[src/rtl/alu_req_arbiter.sv]
// -----------------------------------------------------------------------------
// alu_req_arbiter
//
// Shares one ALU between two requesters. One operation is accepted at a time
// through a valid/ready handshake, with round-robin arbitration. The accepted
// operation is issued to the ALU with a one-cycle enable. The arbiter then
// waits for the ALU valid flag and returns the result to the granted requester.
// A timeout guard returns an error response if the ALU never answers.
//
// Ports:
//   CLK, RST                       clock, synchronous active-high reset
//   reqN_valid / reqN_ready        request handshake for requester N (0, 1)
//   reqN_a, reqN_b, reqN_fun       operands and function code of requester N
//   rspN_valid                     one-cycle response pulse for requester N
//   rsp_data, rsp_err              response payload, qualified by rspN_valid
//   alu_a, alu_b, alu_fun          operands held towards the ALU
//   alu_enable                     one-cycle ALU start pulse
//   alu_out, alu_out_valid         ALU result and its valid flag
//   busy                           high whenever an operation is in flight
// -----------------------------------------------------------------------------
module alu_req_arbiter #(
    parameter int IN_WIDTH  = 8,
    parameter int OUT_WIDTH = 16,
    parameter int TIMEOUT   = 4
) (
    input  logic                 CLK,
    input  logic                 RST,
    input  logic                 req0_valid,
    output logic                 req0_ready,
    input  logic [IN_WIDTH-1:0]  req0_a,
    input  logic [IN_WIDTH-1:0]  req0_b,
    input  logic [3:0]           req0_fun,
    input  logic                 req1_valid,
    output logic                 req1_ready,
    input  logic [IN_WIDTH-1:0]  req1_a,
    input  logic [IN_WIDTH-1:0]  req1_b,
    input  logic [3:0]           req1_fun,
    output logic                 rsp0_valid,
    output logic                 rsp1_valid,
    output logic [OUT_WIDTH-1:0] rsp_data,
    output logic                 rsp_err,
    output logic [IN_WIDTH-1:0]  alu_a,
    output logic [IN_WIDTH-1:0]  alu_b,
    output logic [3:0]           alu_fun,
    output logic                 alu_enable,
    input  logic [OUT_WIDTH-1:0] alu_out,
    input  logic                 alu_out_valid,
    output logic                 busy
);

    localparam int TW = (TIMEOUT > 1) ? $clog2(TIMEOUT) : 1;
    localparam logic [TW-1:0] TIMER_LAST = TW'(TIMEOUT - 1);

    typedef enum logic [1:0] {
        IDLE  = 2'd0,
        ISSUE = 2'd1,
        WAIT  = 2'd2,
        RESP  = 2'd3
    } state_t;

    state_t                 state_reg, state_next;
    logic [TW-1:0]          timer_reg, timer_next;
    logic                   last_grant_reg, last_grant_next;
    logic                   grant_reg, grant_next;
    logic [IN_WIDTH-1:0]    alu_a_reg, alu_a_next;
    logic [IN_WIDTH-1:0]    alu_b_reg, alu_b_next;
    logic [3:0]             alu_fun_reg, alu_fun_next;
    logic [OUT_WIDTH-1:0]   rsp_data_reg, rsp_data_next;
    logic                   rsp_err_reg, rsp_err_next;

    logic [1:0] req_valid;
    logic [1:0] req_ready;
    logic [1:0] rsp_valid;
    logic       pick;

    assign req_valid = {req1_valid, req0_valid};

    // Under contention the requester that was not served last wins;
    // otherwise whichever one is asking (requester 1 only if it is the sole one).
    assign pick = (req0_valid && req1_valid) ? ~last_grant_reg : req1_valid;

    generate
        for (genvar gi = 0; gi < 2; gi++) begin : g_port
            assign req_ready[gi] = (state_reg == IDLE) && req_valid[gi] && (pick == 1'(gi));
            assign rsp_valid[gi] = (state_reg == RESP) && (grant_reg == 1'(gi));
        end
    endgenerate

    assign req0_ready = req_ready[0];
    assign req1_ready = req_ready[1];
    assign rsp0_valid = rsp_valid[0];
    assign rsp1_valid = rsp_valid[1];
    assign alu_enable = (state_reg == ISSUE);
    assign busy       = (state_reg != IDLE);
    assign alu_a      = alu_a_reg;
    assign alu_b      = alu_b_reg;
    assign alu_fun    = alu_fun_reg;
    assign rsp_data   = rsp_data_reg;
    assign rsp_err    = rsp_err_reg;

    always_comb begin
        state_next      = state_reg;
        timer_next      = timer_reg;
        last_grant_next = last_grant_reg;
        grant_next      = grant_reg;
        alu_a_next      = alu_a_reg;
        alu_b_next      = alu_b_reg;
        alu_fun_next    = alu_fun_reg;
        rsp_data_next   = rsp_data_reg;
        rsp_err_next    = rsp_err_reg;

        case (state_reg)
            IDLE: begin
                if (|req_ready) begin
                    alu_a_next   = pick ? req1_a   : req0_a;
                    alu_b_next   = pick ? req1_b   : req0_b;
                    alu_fun_next = pick ? req1_fun : req0_fun;
                    grant_next   = pick;
                    state_next   = ISSUE;
                end
            end
            ISSUE: begin
                timer_next = '0;
                state_next = WAIT;
            end
            WAIT: begin
                // A valid arriving on the final timeout cycle still counts.
                if (alu_out_valid) begin
                    rsp_data_next = alu_out;
                    rsp_err_next  = 1'b0;
                    state_next    = RESP;
                end else if (timer_reg == TIMER_LAST) begin
                    rsp_data_next = '0;
                    rsp_err_next  = 1'b1;
                    state_next    = RESP;
                end else begin
                    timer_next = timer_reg + 1'b1;
                end
            end
            RESP: begin
                last_grant_next = grant_reg;
                state_next      = IDLE;
            end
            default: begin
                state_next = IDLE;
            end
        endcase
    end

    always_ff @(posedge CLK) begin
        if (RST) begin
            state_reg      <= IDLE;
            timer_reg      <= '0;
            last_grant_reg <= 1'b1;
            grant_reg      <= 1'b0;
            alu_a_reg      <= '0;
            alu_b_reg      <= '0;
            alu_fun_reg    <= '0;
            rsp_data_reg   <= '0;
            rsp_err_reg    <= 1'b0;
        end else begin
            state_reg      <= state_next;
            timer_reg      <= timer_next;
            last_grant_reg <= last_grant_next;
            grant_reg      <= grant_next;
            alu_a_reg      <= alu_a_next;
            alu_b_reg      <= alu_b_next;
            alu_fun_reg    <= alu_fun_next;
            rsp_data_reg   <= rsp_data_next;
            rsp_err_reg    <= rsp_err_next;
        end
    end

endmodule

[config.mk]
export PLATFORM = sky130hd
export DESIGN_NAME = alu_req_arbiter
export DESIGN_NICKNAME = d
export VERILOG_FILES = /design/src/rtl/alu_req_arbiter.sv
export SDC_FILE = /design/constraint.sdc
export NUM_CORES = 1
export LEC_CHECK = 0
export CORE_MARGIN = 10
export CORE_UTILIZATION = 34
export CTS_CLUSTER_DIAMETER = 80
export CTS_CLUSTER_SIZE = 14
export DETAILED_ROUTE_END_ITERATION = 8
export PLACE_DENSITY_LB_ADDON = 0.15
export SYNTH_ARGS = -nofsm -noshare
export SYNTH_HDL_FRONTEND = slang
export SYNTH_SLANG_ARGS = --single-unit
[constraint.sdc]
create_clock -name CLK -period 1.5 [get_ports CLK]
set_clock_uncertainty 0.1 [all_clocks]
set_input_delay 0.375 -clock CLK [delete_from_list [all_inputs] [get_ports CLK]]
set_output_delay 0.375 -clock CLK [all_outputs]
set_load 0.01 [all_outputs]
==> impl_metrics.toml <==
[timing]
slew-limit-headroom_pct = 75.8
maxSlewViolCount = 0
worst_slack_ns = -0.184
clock.fmax_mhz = 594
setup_violations = 29
rsz0062_at_grt = "yes"
fin_tns_setup_ns = -2.72
worst_slew_pin_slew_ns = 0.363
hold_viol = 0
final.period_utilization_pct = 112
whs_ns = 0.388
fin_crit_ns = 1.68

[status]
violations = "setup timing"
status = "complete, but fails checks"

[cts]
insertion_delay_ns = 0.29
htreeDepth = 2
clkSinkCount = 43
cts_buffers = 5
clockRootBuffer = "clkbuf_8"
cts_hold_buf = 0
path_clk_slew_ns = 0.09
clockBufferDepth = 2
cts_tree = "built"

[place]
placed_area_mm2 = 0.00313
numPortBuffers = 103
gp_congestion = 0.740
placedCellCount = 397
preCtsSetupSlack_ns = -0.732
hpwl_um = 4830

[power_and_ir_drop]
p_int_mw = 4.19
peakVddDrop_mv = 0.989
power.share.clock_pct = 11.4
p_total_mw = 6.75
seqPwrFrac_pct = 24.6
pwr-share-comb_pct = 64.0
leakage_nw = 1.65
power_switching_mw = 2.56
p_per_area_mw_per_mm2 = 1720
sw_frac_of_total_pct = 38.0

[floorplan]
start_util_pct = 35.4
core.rowCount = 26
dieHeight_um = 93.4
fp.dieW_um = 93.4
dieArea_mm2 = 0.00873
io_pins = 104
core_area_mm2 = 0.00517

[detailed_routing]
drc = 0
via_count = 2142
dr.first_iter.drc_count = 66
antenna_left = 0
via_per_inst = 5.09
wl_per_cell_um = 18.7
wl_um = 7860
dr.pass1.iters = 4

[global_route]
antenna_found_initial = 0
grtUsageTotal_pct = 16.5
grt_max_degree = 19
grt_overflow = 0
grt_pass1_wl_um = 11500
first_global_vias = 2179

[logic_synthesis]
seq_area_frac_synth_pct = 47.0
synthCells = 213
synth_seq_cells = 43
synth_top_area_share_pct = 47.0
synthesis.area_mm2 = 0.00183
ys_types = 28
yosys_most_used_dff = "dfxtp_1"
postSynthAreaPerCell_um2 = 8.61
synth_area_leader_cell = "dfxtp_1"
synth_area_leaders = "dfxtp_1 (47%), nor2_1 (8.6%), a211oi_1 (8.2%), a22oi_1 (7.0%), a21oi_1 (6.3%)"
ys.warnings.count = 0
async_reset_ff_share_pct = 0
synth_edf_count = 0
syn-num-nets = 280

[cells_and_area]
fin_cells = 421
fill_cells = 376
layout_commonest_cell = "clkdlybuf4s50_1"
fin_util_pct = 76.0
multi_input_area_mm2 = 0.00131
area_growth_syn_to_layout_pct = 114
diodes = 0
fin_nets = 417
largest_reg_flops = 16
final_cell_mix = "clkdlybuf4s50_1 (57), dfxtp_1 (41), dlygate4sd2_1 (38)"
drive_gt1_share_pct = 39.6
final_area_mm2 = 0.00393
regArea_um2 = 868

[critical_path]
cp.required_ns = 1.61
critPathKind = "register to register"
path_max_fanout = 5
end_kind = "register"
worstPathArrival_ns = 1.79
startpoint_type = "register"

[min_path]
hp-class = "register to register"

[flow_run]
drv_cap = 0
-- final timing paths --
kind	start	cells past startpoint	end	slack (ns)
hold reg to reg	alu_b[6]	2	alu_b[6]	0.39
setup reg to reg	state_reg[1]	9	alu_b[7]	-0.18
setup / recovery	state_reg[1]	9	alu_b[7]	-0.18
hold / removal	alu_b[6]	2	alu_b[6]	0.39
-- cells in the mapped netlist (2+ instances only) --
cell type and instances:
inv_1 5, a22oi_1 17, and2_1 2, dfxtp_1 43
nand2_1 20, nand2b_1 2, nor2_1 42, o21a_1 3
a211oi_1 20, a21oi_1 23, buf_2 7, ha_1 6
o21ai_0 2, clkbuf_1 5, buf_4 3
-- timing repair --
item / 4_1_cts / 5_1_grt
pin swaps: 21 / 20
endpoints found under the hold margin: 0 / 0
gates cloned: 7 / 0
gates resized for setup: 122 / 65
setup buffers: 9 / 2
setup endpoints to repair: 83 / 42
-- final cells by class --
type,instances,area share [%]
inverter,5,0.605
tap,70,2.23
timing repair buffer,145,39.3
sequential,43,22.1
clock buffer,5,1.75
multi-input combinational,150,33.4
clock inverter,3,0.637
-- critical path, cell delays in order (launching register included) --
cell      delay, ns
dfxtp_4        0.39
inv_4          0.05
ha_4           0.17
buf_6          0.12
buf_6          0.11
o21ai_4        0.08
buf_12         0.17
buf_16         0.12
a21oi_2        0.04
a211oi_2       0.23
-- power by group through the flow --
stage          sequential (mW)  combinational [mW]  clock, mW
5_1_grt                   1.69                4.57      0.839
2_1_floorplan             1.70                1.05          0
3_3_place_gp              1.58                2.47          0
4_1_cts                   1.61                3.66      0.783
3_5_place_dp              1.60                2.50          0
6_report                  1.66                4.32      0.772
-- layer usage --
metal,share of wire (%),vias up,GRT usage [%]
met1,38,1031,16.9
met5,0,-,0
met2,53,74,30.0
li1,-,1022,-
met4,1.6,0,4.50
met3,7.7,15,6.79
-- kinds of logic (layout without fill, tap and decap cells) --
kind of cell / count (synthesis) / in the layout / synth area share [%]
compound gates: 71 / 72 / 26.6
fa+ha+maj: 6 / 6 / 4.10
buf+inv: 21 / 158 / 5.80
flops: 43 / 43 / 47.0
mux: 1 / 1 / 0.546
simple gates: 71 / 71 / 16.0
(Power assumes the default switching activity.)
